<file path="config.mk">
export PLATFORM = sky130hd
export DESIGN_NAME = tdc_thermo_encoder
export DESIGN_NICKNAME = d
export VERILOG_FILES = /design/src/rtl/tdc_pkg.sv /design/src/rtl/tdc_thermo_lane.sv /design/src/rtl/tdc_thermo_encoder.sv
export SDC_FILE = /design/constraint.sdc
export NUM_CORES = 1
export LEC_CHECK = 0
export ABC_AREA = 1
export CAP_MARGIN = 0
export CORE_MARGIN = 2
export CORE_UTILIZATION = 44
export DETAILED_ROUTE_END_ITERATION = 16
export HOLD_SLACK_MARGIN = 0.02
export PLACE_DENSITY_LB_ADDON = 0.05
export SETUP_SLACK_MARGIN = 0.15
export SYNTH_ARGS = -nofsm -noshare
export SYNTH_HDL_FRONTEND = slang
export SYNTH_SLANG_ARGS = --single-unit
</file>
<file path="constraint.sdc">
create_clock -name clk -period 2.2 [get_ports clk]
set_input_delay 0.44 -clock clk [delete_from_list [all_inputs] [get_ports clk]]
set_output_delay 0.44 -clock clk [all_outputs]
set_load 0.05 [all_outputs]
</file>
<file path="src/rtl/tdc_pkg.sv">
// Shared constants and helpers for the TDC thermometer encoder.
package tdc_pkg;

    localparam logic MODE_RAW  = 1'b0;
    localparam logic MODE_FILT = 1'b1;

    // Smallest n such that 2^n >= value (value >= 1).
    function automatic int unsigned clog2(input int unsigned value);
        int unsigned n;
        n = 0;
        for (int unsigned v = value - 1; v > 0; v = v >> 1) begin
            n = n + 1;
        end
        return n;
    endfunction

endpackage

</file>
<file path="src/rtl/tdc_thermo_lane.sv">
// One TDC channel: snapshot register, bubble filter, pipelined bisection and flag outputs.
module tdc_thermo_lane
    import tdc_pkg::*;
#(
    parameter int unsigned WIDTH = 40,
    localparam int unsigned L    = clog2(WIDTH + 1)
) (
    input  logic             clk,
    input  logic             rst_n,
    input  logic [WIDTH-1:0] data,
    input  logic             mode,
    input  logic             load,
    output logic [L-1:0]     code,
    output logic             err,
    output logic             ovf
);

    localparam int unsigned P  = 2 ** L;
    localparam int unsigned PW = P - 1;

    logic [WIDTH-1:0] d0_q;
    logic [WIDTH+1:0] ext;
    logic [WIDTH-1:0] filt;
    logic             err_c;
    logic [PW-1:0]    filt_q;
    logic             err_f_q;

    // Stage 0: capture the raw delay-line snapshot.
    always_ff @(posedge clk or negedge rst_n) begin
        if (!rst_n) begin
            d0_q <= '0;
        end else begin
            d0_q <= data;
        end
    end

    // Majority filter with virtual 1 below tap 0 and virtual 0 above the top tap; bubble detect.
    always_comb begin
        ext   = {1'b0, d0_q, 1'b1};
        filt  = d0_q;
        err_c = 1'b0;
        if (mode == MODE_FILT) begin
            for (int i = 0; i < int'(WIDTH); i++) begin
                filt[i] = (ext[i] & ext[i+1]) | (ext[i] & ext[i+2]) | (ext[i+1] & ext[i+2]);
            end
        end
        for (int i = 0; i < int'(WIDTH) - 1; i++) begin
            err_c = err_c | (~filt[i] & filt[i+1]);
        end
    end

    // Stage F: zero-padded filtered vector; the top padded bit is never probed so it is dropped.
    always_ff @(posedge clk or negedge rst_n) begin
        if (!rst_n) begin
            filt_q  <= '0;
            err_f_q <= 1'b0;
        end else begin
            filt_q  <= PW'(filt);
            err_f_q <= err_c;
        end
    end

    // Bisection: stage j probes the middle bit of its window and keeps the surviving half.
    for (genvar j = 0; j < int'(L); j++) begin : g_stg
        localparam int unsigned IW = (2 ** (j + 1)) - 1;
        localparam int unsigned OW = (2 ** j) - 1;

        logic [IW-1:0] win_in;
        logic [L-1:0]  k_in;
        logic          err_in;
        logic          hit;
        logic [L-1:0]  k_q;
        logic          err_q;

        if (j == int'(L) - 1) begin : g_src
            assign win_in = filt_q;
            assign k_in   = '0;
            assign err_in = err_f_q;
        end else begin : g_src
            assign win_in = g_stg[j+1].g_win.win_q;
            assign k_in   = g_stg[j+1].k_q;
            assign err_in = g_stg[j+1].err_q;
        end

        assign hit = win_in[OW];

        // Partial code and the bubble flag advance together.
        always_ff @(posedge clk or negedge rst_n) begin
            if (!rst_n) begin
                k_q   <= '0;
                err_q <= 1'b0;
            end else begin
                k_q   <= hit ? (k_in | (L'(1) << j)) : k_in;
                err_q <= err_in;
            end
        end

        if (j > 0) begin : g_win
            logic [OW-1:0] win_q;

            // Upper half when the probe bit is set, lower half otherwise.
            always_ff @(posedge clk or negedge rst_n) begin
                if (!rst_n) begin
                    win_q <= '0;
                end else begin
                    win_q <= hit ? win_in[IW-1 -: OW] : win_in[OW-1:0];
                end
            end
        end
    end

    // Output stage: update only for valid samples so results hold between them.
    always_ff @(posedge clk or negedge rst_n) begin
        if (!rst_n) begin
            code <= '0;
            err  <= 1'b0;
            ovf  <= 1'b0;
        end else if (load) begin
            code <= g_stg[0].k_q;
            err  <= g_stg[0].err_q;
            ovf  <= (g_stg[0].k_q == L'(WIDTH));
        end
    end

endmodule

</file>
<file path="src/rtl/tdc_thermo_encoder.sv">
// Multi-channel pipelined thermometer-to-binary encoder for the TDC delay-line front end.
module tdc_thermo_encoder
    import tdc_pkg::*;
#(
    parameter int unsigned CH    = 2,
    parameter int unsigned WIDTH = 40,
    localparam int unsigned L    = clog2(WIDTH + 1)
) (
    input  logic              clk,
    input  logic              rst_n,
    input  logic              valid_in,
    input  logic              mode_in,
    input  logic [CH*WIDTH-1:0] data_in,
    output logic              valid_out,
    output logic [CH*L-1:0]   code_out,
    output logic [CH-1:0]     err_out,
    output logic [CH-1:0]     ovf_out
);

    // vld_q[0] = stage 0, vld_q[1] = filter stage, vld_q[2..L+1] = bisection stages.
    logic [L+1:0] vld_q;
    logic         mode_q;

    // Shared valid shift register and per-sample mode capture.
    always_ff @(posedge clk or negedge rst_n) begin
        if (!rst_n) begin
            vld_q     <= '0;
            mode_q    <= MODE_RAW;
            valid_out <= 1'b0;
        end else begin
            vld_q     <= {vld_q[L:0], valid_in};
            mode_q    <= mode_in;
            valid_out <= vld_q[L+1];
        end
    end

    for (genvar c = 0; c < int'(CH); c++) begin : g_lane
        tdc_thermo_lane #(
            .WIDTH (WIDTH)
        ) u_lane (
            .clk   (clk),
            .rst_n (rst_n),
            .data  (data_in[c*WIDTH +: WIDTH]),
            .mode  (mode_q),
            .load  (vld_q[L+1]),
            .code  (code_out[c*L +: L]),
            .err   (err_out[c]),
            .ovf   (ovf_out[c])
        );
    end

endmodule

</file>
==> results.toml <==
[run_status]
status = "completed"

[power_and_ir_drop]
ir_drop_uv = 658
cellLeakagePower_uw = 0.00808
powerDensity_nw_per_um2 = 971

[yosys]
yosysSeqAreaShare_pct = 68.1
synth_area_per_cell_um2 = 10.4
synth_cell_types = 20
synth-xor-area-share_pct = 0
synth_flop_cell = "dfrtp_1"
async_reset_ff_share_pct = 100
syn_inst = 1263
synth_fa_ha_area_share_pct = 0
yosysTopAreaCell = "dfrtp_1"
yosys-top-cells-count = "dfrtp_1 (356), nand2_1 (295), nor2_1 (206)"
synth_edf_count = 0
yosysTopAreaCellShare_pct = 68.1
synthTopCellsByArea = "dfrtp_1 (68%), nand2_1 (8.5%), nor2_1 (5.9%)"
muxShareOfSynthArea_pct = 5.85
synth.net_count = 1347
synth_top_family_by_area = "simple AND/OR/NAND/NOR gates"
synth_compound_area_share_pct = 4.08
yosys.area_share.simple_pct = 15.8
netlist_area_um2 = 13100
yosysWarnings = 0
synth_seq_cells = 356
yosysMostFrequentCell = "dfrtp_1"

[floorplan]
num_rows = 63
boundaryPins = 101
dieHeight_um = 176
die_w_um = 176
coreArea_um2 = 29500
initial_core_util_pct = 44.4
die_area_um2 = 31100

[sta]
setup_tns_ns = 0
slew_violations = 0
period_needed_ns = 1.82
maxSlewHeadroom_pct = 54.8
rsz0062_at_grt = "false"
worst_slack_ns = 0.384
skew_ns = 0.0180
setup_viol = 0
post-route-period-util_pct = 82.6
tightest_slew_ns = 0.679
fmax_mhz = 551
finalHoldViolations = 0

[clock_network]
post_cts_buffers = 0
cts_buffers = 37
cts_tree = "built"
cts_root_buf = "clkbuf_16"
htreeDepth = 2
clkLatencyLatePin_ns = 0.51
clk_pin_slew_ns = 0.06
cts_buffer_depth = 3
cts.sinks = 356

[worst_hold_path]
hold_class = "flop to flop"

[run]
drv_cap = 0

[detailed_routing]
dr.pass1.iters = 5
post_drt_wl_per_cell_um = 13.7
num_vias = 8092
drt_iter0_drc = 492
viasPerCell = 4.47
drc = 0
routed_wl_um = 24800
ant_nets = 0

[placement]
pre_cts_slack_ns = 0.402
place.gp.congestion = 0.857
place_hpwl_um = 17900
portBuffers = 100

[global_routing]
grt_pass1_vias = 8035
grt_max_degree = 77
grt_usage_pct = 16.9
grt_pass1_wl_um = 41300
grt.overflow.total = 0
antenna_found_initial = 1

[cells_and_area]
area_growth_syn_to_layout_pct = 22.0
antennaDiodeCount = 0
final_layout_size_suffix_gt1_share_pct = 11.1
layout.nets = 1475

[setup_path]
endpoint_kind = "output pin"
worstPathRequired_ns = 1.76
path_delay_family = "buffers and inverters"
crit_buf_inv = 1
cpMaxStageDelayCell = "dlygate4sd2_1"
critical_path_class = "flop to output pin"
crit_chain = "dlygate4sd2_1"
critPathMaxStageDelay_ns = 0.53
start_kind = "flop"
crit_arrival_ns = 1.38
critPathMaxFanout = 2
[layout make-up]
cell class / instances / area (um2)
clock inverter: 14 / 206
multi-input combinational: 708 / 3370
inverter: 166 / 623
timing repair buffer: 122 / 1280
tap: 390 / 488
clock buffer: 53 / 1090
sequential: 356 / 8910
fill: 2601 / 13500
[per-layer routing]
metal  global-route usage [%]  vias up  wire, um
met2                     24.3      196     10500
met5                        0        -        12
met4                     4.37        2       459
li1                         -     4123         -
met3                     3.32       34      1420
met1                     26.2     3737     12400
[cells by family (layout without fill, tap and decap cells)]
family,count (synthesis),count (layout)
AOI/OAI and AO/OA,103,103
buffers and inverters,199,355
DFF,356,356
muxes,68,68
and+or+nand+nor,537,537
[repair_timing]
action                                  CTS  global route
resized for setup                        17             0
hold buffers                              1             0
endpoints found under the hold margin    55             0
endpoints found under the setup margin   17             0
[flip-flops by register name (all words and copies together) (netlist names), 8 cells and up]
register / cells
g_lane.u_lane.g_stg.k_q: 12
g_lane.u_lane.d0_q: 80
g_lane.u_lane.filt_q: 80
g_lane.u_lane.code: 12
g_lane.u_lane.g_stg.k_in: 30
vld_q: 8
g_lane.u_lane.g_stg.win_in: 112
g_lane.u_lane.g_stg.err_in: 10
[through the flow]
step / utilization, % / total power (uW) / instances / area [um2] / hold WS, ns
2_1_floorplan: - / 8520 / 1263 / 13100 / 0.144
3_3_place_gp: 49.8 / 9240 / 1741 / 14700 / 0.331
3_5_place_dp: 49.8 / 9260 / 1741 / 14700 / 0.335
4_1_cts: 54.1 / 15700 / 1809 / 16000 / 0.339
5_1_grt: 54.1 / 16300 / 1809 / 16000 / 0.335
6_report: 54.1 / 15500 / 1809 / 16000 / 0.334
[where the power goes]
part | switching [uW] | leakage (uW) | internal (uW)
combinational | 894 | 0.00320 | 654
clock | 2390 | 0.000642 | 4030
sequential | 326 | 0.00424 | 7210
[layout by cell type (no fill, tap or decap)]
cell / count
dfrtp_1: 355
nand2_1: 295
nor2_1: 206
inv_1: 161
clkdlybuf4s50_1: 82
mux2_2: 68
o21ai_1: 55
clkbuf_16: 37
nand3_1: 28
o21ai_0: 24
a21oi_1: 17
dlygate4sd2_1: 17
buf_4: 11
clkbuf_8: 10
buf_12: 10
a21boi_0: 6
clkbuf_1: 6
clkinv_2: 6
inv_2: 5
bufinv_16: 5
nand4_1: 4
or2_1: 2
nor4_1: 2
inv_6: 2
o21ai_2: 1
clkinv_4: 1
dlygate4sd3_1: 1
buf_8: 1
dfrtp_2: 1
[final timing paths]
| path | start | endpoint | slack, ns | depth (start not counted) |
|---|---|---|---|---|
| worst max-delay path | g_lane[0].u_lane.code[4] | code_out[4] | 0.38 | 1 |
| worst min-delay path | g_lane[1].u_lane.g_stg[3].err_in | g_lane[1].u_lane.g_stg[2].err_in | 0.33 | 0 |
| worst max register to register | mode_q | g_lane[0].u_lane.err_f_q | 0.39 | 8 |
| worst min register to register | g_lane[1].u_lane.g_stg[3].err_in | g_lane[1].u_lane.g_stg[2].err_in | 0.33 | 0 |
| max in group asynchronous | rst_n | g_lane[0].u_lane.d0_q[37] | 0.97 | 3 |
| min in group asynchronous | rst_n | g_lane[0].u_lane.g_stg[1].win_in[1] | 0.50 | 2 |
Power figures use the tool's default switching activity.
